<file path="config.mk">
export PLATFORM = sky130hd
export DESIGN_NAME = cache_ri_miss_ctrl
export DESIGN_NICKNAME = d
export VERILOG_FILES = /design/src/rtl/cache_ri_miss_ctrl.sv
export SDC_FILE = /design/constraint.sdc
export NUM_CORES = 1
export LEC_CHECK = 0
export BUFFER_PORTS_ARGS = -buffer_cell sky130_fd_sc_hd__buf_4
export CORE_AREA = 4 4 118 120
export DETAILED_ROUTE_END_ITERATION = 7
export DIE_AREA = 0 0 122 124
export GPL_TIMING_DRIVEN = 0
export PLACE_DENSITY = 0.68
export SLEW_MARGIN = 20
export SYNTH_ARGS = -nofsm -noshare
export SYNTH_HDL_FRONTEND = slang
export SYNTH_SLANG_ARGS = --single-unit
</file>
<file path="constraint.sdc">
create_clock -name clk_i -period 1.7 [get_ports clk_i]
set_input_delay 0.34 -clock clk_i [delete_from_list [all_inputs] [get_ports clk_i]]
set_output_delay 0.34 -clock clk_i [all_outputs]
set_load 0.03 [all_outputs]
</file>
<file path="src/rtl/cache_ri_miss_ctrl.sv">
// Miss/refill engine for a 4-way cache: owns the ri_* tag-store port while it
// clears tags after reset, and while it evicts a dirty victim and refills a line.
module cache_ri_miss_ctrl #(
    parameter int ADDR_WIDTH = 7,
    parameter int LINE_WORDS = 4,
    parameter int OFS        = $clog2(LINE_WORDS),
    parameter int TAG_WIDTH  = 30 - OFS - ADDR_WIDTH
) (
    input  logic                        clk_i,
    input  logic                        rst_i,
    input  logic                        miss_req_i,
    output logic                        miss_ready_o,
    input  logic [31:0]                 miss_address_i,
    input  logic                        miss_isHaveFreeBlock_i,
    input  logic [1:0]                  miss_freeBlockNum_i,
    output logic                        miss_done_o,
    output logic                        sel_o,
    output logic [ADDR_WIDTH-1:0]       ri_readAddress_o,
    output logic [1:0]                  ri_readChannel_o,
    input  logic [31:0]                 ri_readData_i,
    output logic [ADDR_WIDTH-1:0]       ri_writeAddress_o,
    output logic [1:0]                  ri_writeChannel_o,
    output logic                        ri_writeEnable_o,
    output logic [31:0]                 ri_writeData_o,
    output logic [ADDR_WIDTH+1+OFS:0]   dr_address_o,
    input  logic [31:0]                 dr_data_i,
    output logic [ADDR_WIDTH+1+OFS:0]   dw_address_o,
    output logic [31:0]                 dw_data_o,
    output logic                        dw_writeEnable_o,
    output logic [31:0]                 mem_address_o,
    output logic                        mem_read_o,
    output logic                        mem_write_o,
    output logic [31:0]                 mem_writeData_o,
    input  logic [31:0]                 mem_readData_i,
    input  logic                        mem_waitRequest_i
);

    typedef enum logic [3:0] {
        INIT, IDLE, TAG_RD, TAG_CHK, WB_RD, WB_WR, RF, TAG_WR, DONE
    } state_t;

    state_t                 state_q, state_d;
    logic [ADDR_WIDTH-1:0]  set_q, set_d;
    logic [1:0]             way_q, way_d;
    logic [OFS-1:0]         word_q, word_d;
    logic [1:0]             victim_q, victim_d;
    logic [TAG_WIDTH-1:0]   newTag_q, newTag_d;
    logic [TAG_WIDTH-1:0]   oldTag_q, oldTag_d;
    logic                   usedVictim_q, usedVictim_d;

    logic unusedBits;
    assign unusedBits = ^{ri_readData_i[31:TAG_WIDTH+2], miss_address_i[OFS+1:0]};

    always_ff @(posedge clk_i) begin
        if (rst_i) begin
            state_q      <= INIT;
            set_q        <= '0;
            way_q        <= '0;
            word_q       <= '0;
            victim_q     <= '0;
            newTag_q     <= '0;
            oldTag_q     <= '0;
            usedVictim_q <= 1'b0;
        end else begin
            state_q      <= state_d;
            set_q        <= set_d;
            way_q        <= way_d;
            word_q       <= word_d;
            victim_q     <= victim_d;
            newTag_q     <= newTag_d;
            oldTag_q     <= oldTag_d;
            usedVictim_q <= usedVictim_d;
        end
    end

    // While reset is held every strobe is forced low and the tag port stays claimed.
    always_comb begin
        state_d           = state_q;
        set_d             = set_q;
        way_d             = way_q;
        word_d            = word_q;
        victim_d          = victim_q;
        newTag_d          = newTag_q;
        oldTag_d          = oldTag_q;
        usedVictim_d      = usedVictim_q;

        miss_ready_o      = 1'b0;
        miss_done_o       = 1'b0;
        sel_o             = 1'b0;
        ri_readAddress_o  = '0;
        ri_readChannel_o  = '0;
        ri_writeAddress_o = '0;
        ri_writeChannel_o = '0;
        ri_writeEnable_o  = 1'b0;
        ri_writeData_o    = '0;
        dr_address_o      = '0;
        dw_address_o      = '0;
        dw_data_o         = '0;
        dw_writeEnable_o  = 1'b0;
        mem_address_o     = '0;
        mem_read_o        = 1'b0;
        mem_write_o       = 1'b0;
        mem_writeData_o   = '0;

        if (rst_i) begin
            sel_o = 1'b1;
        end else begin
            case (state_q)
                INIT: begin
                    sel_o             = 1'b1;
                    ri_writeEnable_o  = 1'b1;
                    ri_writeAddress_o = set_q;
                    ri_writeChannel_o = way_q;
                    way_d             = way_q + 1'b1;
                    if (way_q == 2'd3) begin
                        set_d = set_q + 1'b1;
                        if (&set_q) begin
                            state_d = IDLE;
                        end
                    end
                end
                IDLE: begin
                    miss_ready_o = 1'b1;
                    if (miss_req_i) begin
                        set_d        = miss_address_i[OFS+ADDR_WIDTH+1:OFS+2];
                        newTag_d     = miss_address_i[31:32-TAG_WIDTH];
                        way_d        = miss_isHaveFreeBlock_i ? miss_freeBlockNum_i : victim_q;
                        usedVictim_d = ~miss_isHaveFreeBlock_i;
                        word_d       = '0;
                        state_d      = TAG_RD;
                    end
                end
                TAG_RD: begin
                    sel_o            = 1'b1;
                    ri_readAddress_o = set_q;
                    ri_readChannel_o = way_q;
                    state_d          = TAG_CHK;
                end
                TAG_CHK: begin
                    sel_o    = 1'b1;
                    oldTag_d = ri_readData_i[TAG_WIDTH-1:0];
                    word_d   = '0;
                    if (ri_readData_i[TAG_WIDTH] && ri_readData_i[TAG_WIDTH+1]) begin
                        state_d = WB_RD;
                    end else begin
                        state_d = RF;
                    end
                end
                WB_RD: begin
                    sel_o        = 1'b1;
                    dr_address_o = {set_q, way_q, word_q};
                    state_d      = WB_WR;
                end
                // The data RAM address is held here, so its registered output
                // stays stable for the whole (possibly stalled) memory write.
                WB_WR: begin
                    sel_o           = 1'b1;
                    dr_address_o    = {set_q, way_q, word_q};
                    mem_write_o     = 1'b1;
                    mem_address_o   = {oldTag_q, set_q, word_q, 2'b00};
                    mem_writeData_o = dr_data_i;
                    if (!mem_waitRequest_i) begin
                        if (&word_q) begin
                            word_d  = '0;
                            state_d = RF;
                        end else begin
                            word_d  = word_q + 1'b1;
                            state_d = WB_RD;
                        end
                    end
                end
                RF: begin
                    sel_o         = 1'b1;
                    mem_read_o    = 1'b1;
                    mem_address_o = {newTag_q, set_q, word_q, 2'b00};
                    if (!mem_waitRequest_i) begin
                        dw_writeEnable_o = 1'b1;
                        dw_address_o     = {set_q, way_q, word_q};
                        dw_data_o        = mem_readData_i;
                        if (&word_q) begin
                            word_d  = '0;
                            state_d = TAG_WR;
                        end else begin
                            word_d = word_q + 1'b1;
                        end
                    end
                end
                TAG_WR: begin
                    sel_o                           = 1'b1;
                    ri_writeEnable_o                = 1'b1;
                    ri_writeAddress_o               = set_q;
                    ri_writeChannel_o               = way_q;
                    ri_writeData_o[TAG_WIDTH]       = 1'b1;
                    ri_writeData_o[TAG_WIDTH-1:0]   = newTag_q;
                    state_d                         = DONE;
                end
                DONE: begin
                    miss_done_o = 1'b1;
                    if (usedVictim_q) begin
                        victim_d = victim_q + 1'b1;
                    end
                    state_d = IDLE;
                end
                default: begin
                    state_d = INIT;
                end
            endcase
        end
    end

endmodule

</file>
==> flow_summary.yaml <==
outcome:
  status: "finished, violations left"
  violations: "setup timing"
critical_path:
  cp_max_fo: 7
  startpoint_type: "flop"
  crit_arrival_ns: 1.89
  critPathKind: "reg -> out"
  worst_ep_required_time_ns: 1.36
  end_kind: "output pin"
synthesis:
  synth.largest_area_cell: "dfxtp_1"
  synth_simple_gate_area_share_pct: 39.50
  synth_compound_gate_area_share_pct: 17.26
  synth_top_area_share_pct: 31.44
  synth_top_family_by_area: "simple AND/OR/NAND/NOR gates"
  synth.avg_cell_area_um2: 7.248
  synth_area_leaders: "dfxtp_1 31%, and2_1 13%, nand2_1 9.3%"
  syn_area_um2: 3820
  synthAdderAreaFrac_pct: 0.9826
  synthMuxAreaShare_pct: 1.343
  synth_top_flop_cell: "dfxtp_1"
  synthCells: 527
  ys_ff_latch: 60
  yosysSeqAreaShare_pct: 31.44
  netlist-cell-type-count: 52
  synthXorXnorAreaFrac_pct: 0.9171
  synth_edf_count: 0
  yosysWarnings: 0
  synthArstFlopShare_pct: 0
cells_and_area:
  num_antenna_cells: 0
  fin_nets: 1040
  final_common_cell: "buf_6"
  fin_cells: 1082
  drive_gt1_share_pct: 71.41
  fillers: 905
  fin_area_um2: 9323
  final_cell_mix: "184 x buf_6, 161 x buf_4, 77 x and2_4, 75 x nand2_1, 56 x dfxtp_1"
  fin_util_pct: 71.82
  syn_to_final_growth_pct: 144.1
detailed_routing:
  viasPerCell: 4.960
  ant_nets: 0
  dr.pass1.iters: 6
  drcViolationCount: 0
  drt_iter0_drc: 261
  wl_per_cell_um: 19.35
  vias: 5367
  routed_wl_um: 20930
pwr:
  power.density_nw_per_um2: 789.3
  peakVddDrop_uv: 568.7
  power_frac_clock_pct: 24.7
  p_int_uw: 4620
  p_sw_share_pct: 37.22
  p_leak_uw: 0.004153
  combinationalPowerShare_pct: 51.3
  power_frac_seq_pct: 23.9
  switchingPower_uw: 2739
global_routing:
  grt_overflow: 0
  gr-usage-all-layers_pct: 23.36
  grt_max_degree: 11
  antenna_found_initial: 0
  grt_pass1_vias: 4966
  grt_pass1_wl_um: 27390
clocking:
  cts_hold_buf: 0
  cts_tree: "done"
  clkTransAtPathRegs_ns: 0.05
  clock-root-buffer: "clkbuf_16"
  clockBufferDepth: 2
  numCtsBuffers: 9
  h-tree-depth: 3
  cts_sinks: 60
  clk_latency_ns: 0.33
sta:
  rsz0062_at_grt: "true"
  relSlewSlack_pct: 48.63
  setup_viol: 192
  worst_slack_ns: -0.5305
  finalHoldViolations: 0
  worst_pin_slew_ns: 0.7705
  max_freq_mhz: 448.3
  fin_crit_sh_pct: 131.2
  slew_viol_final: 0
  period_needed_ns: 2.230
  skew_ns: 0.004201
  fin_tns_setup_ns: -71.41
placement:
  dpl.hpwl_um: 12520
  gp_congestion: 0.7984
  place_ws_ns: -0.5970
  io_buffers: 284
  place_inst: 998
  post_dp_cell_area_um2: 6593
flow_run:
  cap_violations: 0
die:
  core_um2: 12980
  die_y_um: 124
  io_pins: 310
  die_x_um: 122
  rows: 42
  initial_utilization_pct: 29.43
  die_area_um2: 15130
worst_hold_path:
  holdCritPathClass: "in -> reg"
==> repair_timing <==
item | in CTS | in global routing
endpoints found under the setup margin | 210 | 213
cloned | 15 | 6
endpoints found under the hold margin | 0 | 0
pin swaps | 50 | 54
setup buffers | 23 | 30
resized for setup | 299 | 209
==> power by group through the flow <==
| stage | clock [uW] | sequential (uW) | combinational, uW |
|---|---|---|---|
| after floorplan | 0 | 1680 | 1330 |
| after global placement | 0 | 1720 | 1940 |
| after detailed placement | 0 | 1720 | 1950 |
| after CTS | 1850 | 1710 | 2480 |
| after global routing | 1900 | 1770 | 3960 |
| final | 1820 | 1760 | 3780 |
==> cells in the mapped netlist, types with 4 or more instances <==
| library cell | n |
|---|---|
| and2_1 | 78 |
| nand3_1 | 5 |
| nand2_1 | 95 |
| buf_6 | 4 |
| clkbuf_1 | 22 |
| nor2_1 | 52 |
| o32ai_1 | 4 |
| buf_2 | 12 |
| nand2b_1 | 13 |
| and3_1 | 24 |
| nor2b_1 | 4 |
| a21oi_1 | 56 |
| mux2i_1 | 4 |
| o21ai_0 | 6 |
| dfxtp_1 | 60 |
| a22o_1 | 21 |
| inv_1 | 4 |
| nor3_1 | 6 |
| buf_4 | 14 |
==> cell families (layout without fill, tap and decap cells) <==
kind of cell / Yosys count / count (layout)
multiplexers: 5 / 5
other: 1 / 12
AND/OR/NAND/NOR: 291 / 293
adder cells (fa/ha/maj): 3 / 3
buffers and inverters: 59 / 424
XOR/XNOR: 4 / 4
flip-flops: 60 / 60
AO/OA/AOI/OAI: 104 / 105
==> path summary, 6_finish.rpt <==
| path | from | to | slack [ns] | cells past startpoint |
|---|---|---|---|---|
| max | state_q[0]$_SDFFE_PP0P_ | mem_address_o[4] | -0.53 | 7 |
| min | miss_isHaveFreeBlock_i | usedVictim_q$_SDFFE_PP0P_ | 0.22 | 2 |
| max reg2reg | state_q[1]$_SDFFE_PP0P_ | newTag_q[9]$_SDFFE_PP0P_ | -0.21 | 9 |
| min reg2reg | oldTag_q[20]$_SDFFE_PP0P_ | oldTag_q[20]$_SDFFE_PP0P_ | 0.45 | 2 |
==> metrics by stage <==
step           hold WS (ns)  total power (uW)
2_1_floorplan        0.4356              3005
3_3_place_gp         0.4410              3662
3_5_place_dp         0.4473              3676
4_1_cts              0.2183              6040
5_1_grt              0.2201              7623
6_report             0.2193              7359
==> worst max-delay path, stage by stage, from the launching register on <==
cell and delay (ns):
dfxtp_4 0.36, buf_8 0.14, buf_12 0.13, xnor2_2 0.13, or3_4 0.38, clkbuf_16 0.19
nor2_4 0.08, buf_6 0.14
==> routing by layer <==
layer	GRT usage [%]	routed length, um	part of all wire [%]
met4	6.863	608	2.9
met5	0	0	0
met3	7.720	1928	9.2
met1	26.38	7385	35
met2	41.95	11010	53
==> state kept, by name, indices dropped and copies added, names as in the netlist <==
| signal | count |
|---|---|
| newTag_q | 21 |
| oldTag_q | 21 |
| set_q | 7 |
| state_q | 4 |
| victim_q | 2 |
| way_q | 2 |
| word_q | 2 |
| usedVictim_q | 1 |
==> final cells by class <==
class / instances / area [um2] / share of cell area [%]
inverter: 4 / 22.52 / 0.2416
tap: 176 / 220.2 / 2.362
clock buffer: 10 / 239.0 / 2.563
timing repair buffer: 353 / 3617 / 38.80
multi-input combinational: 422 / 3385 / 36.30
buffer: 52 / 570.5 / 6.120
sequential: 60 / 1216 / 13.05
clock inverter: 5 / 52.55 / 0.5637
Power figures use the tool's default switching activity.
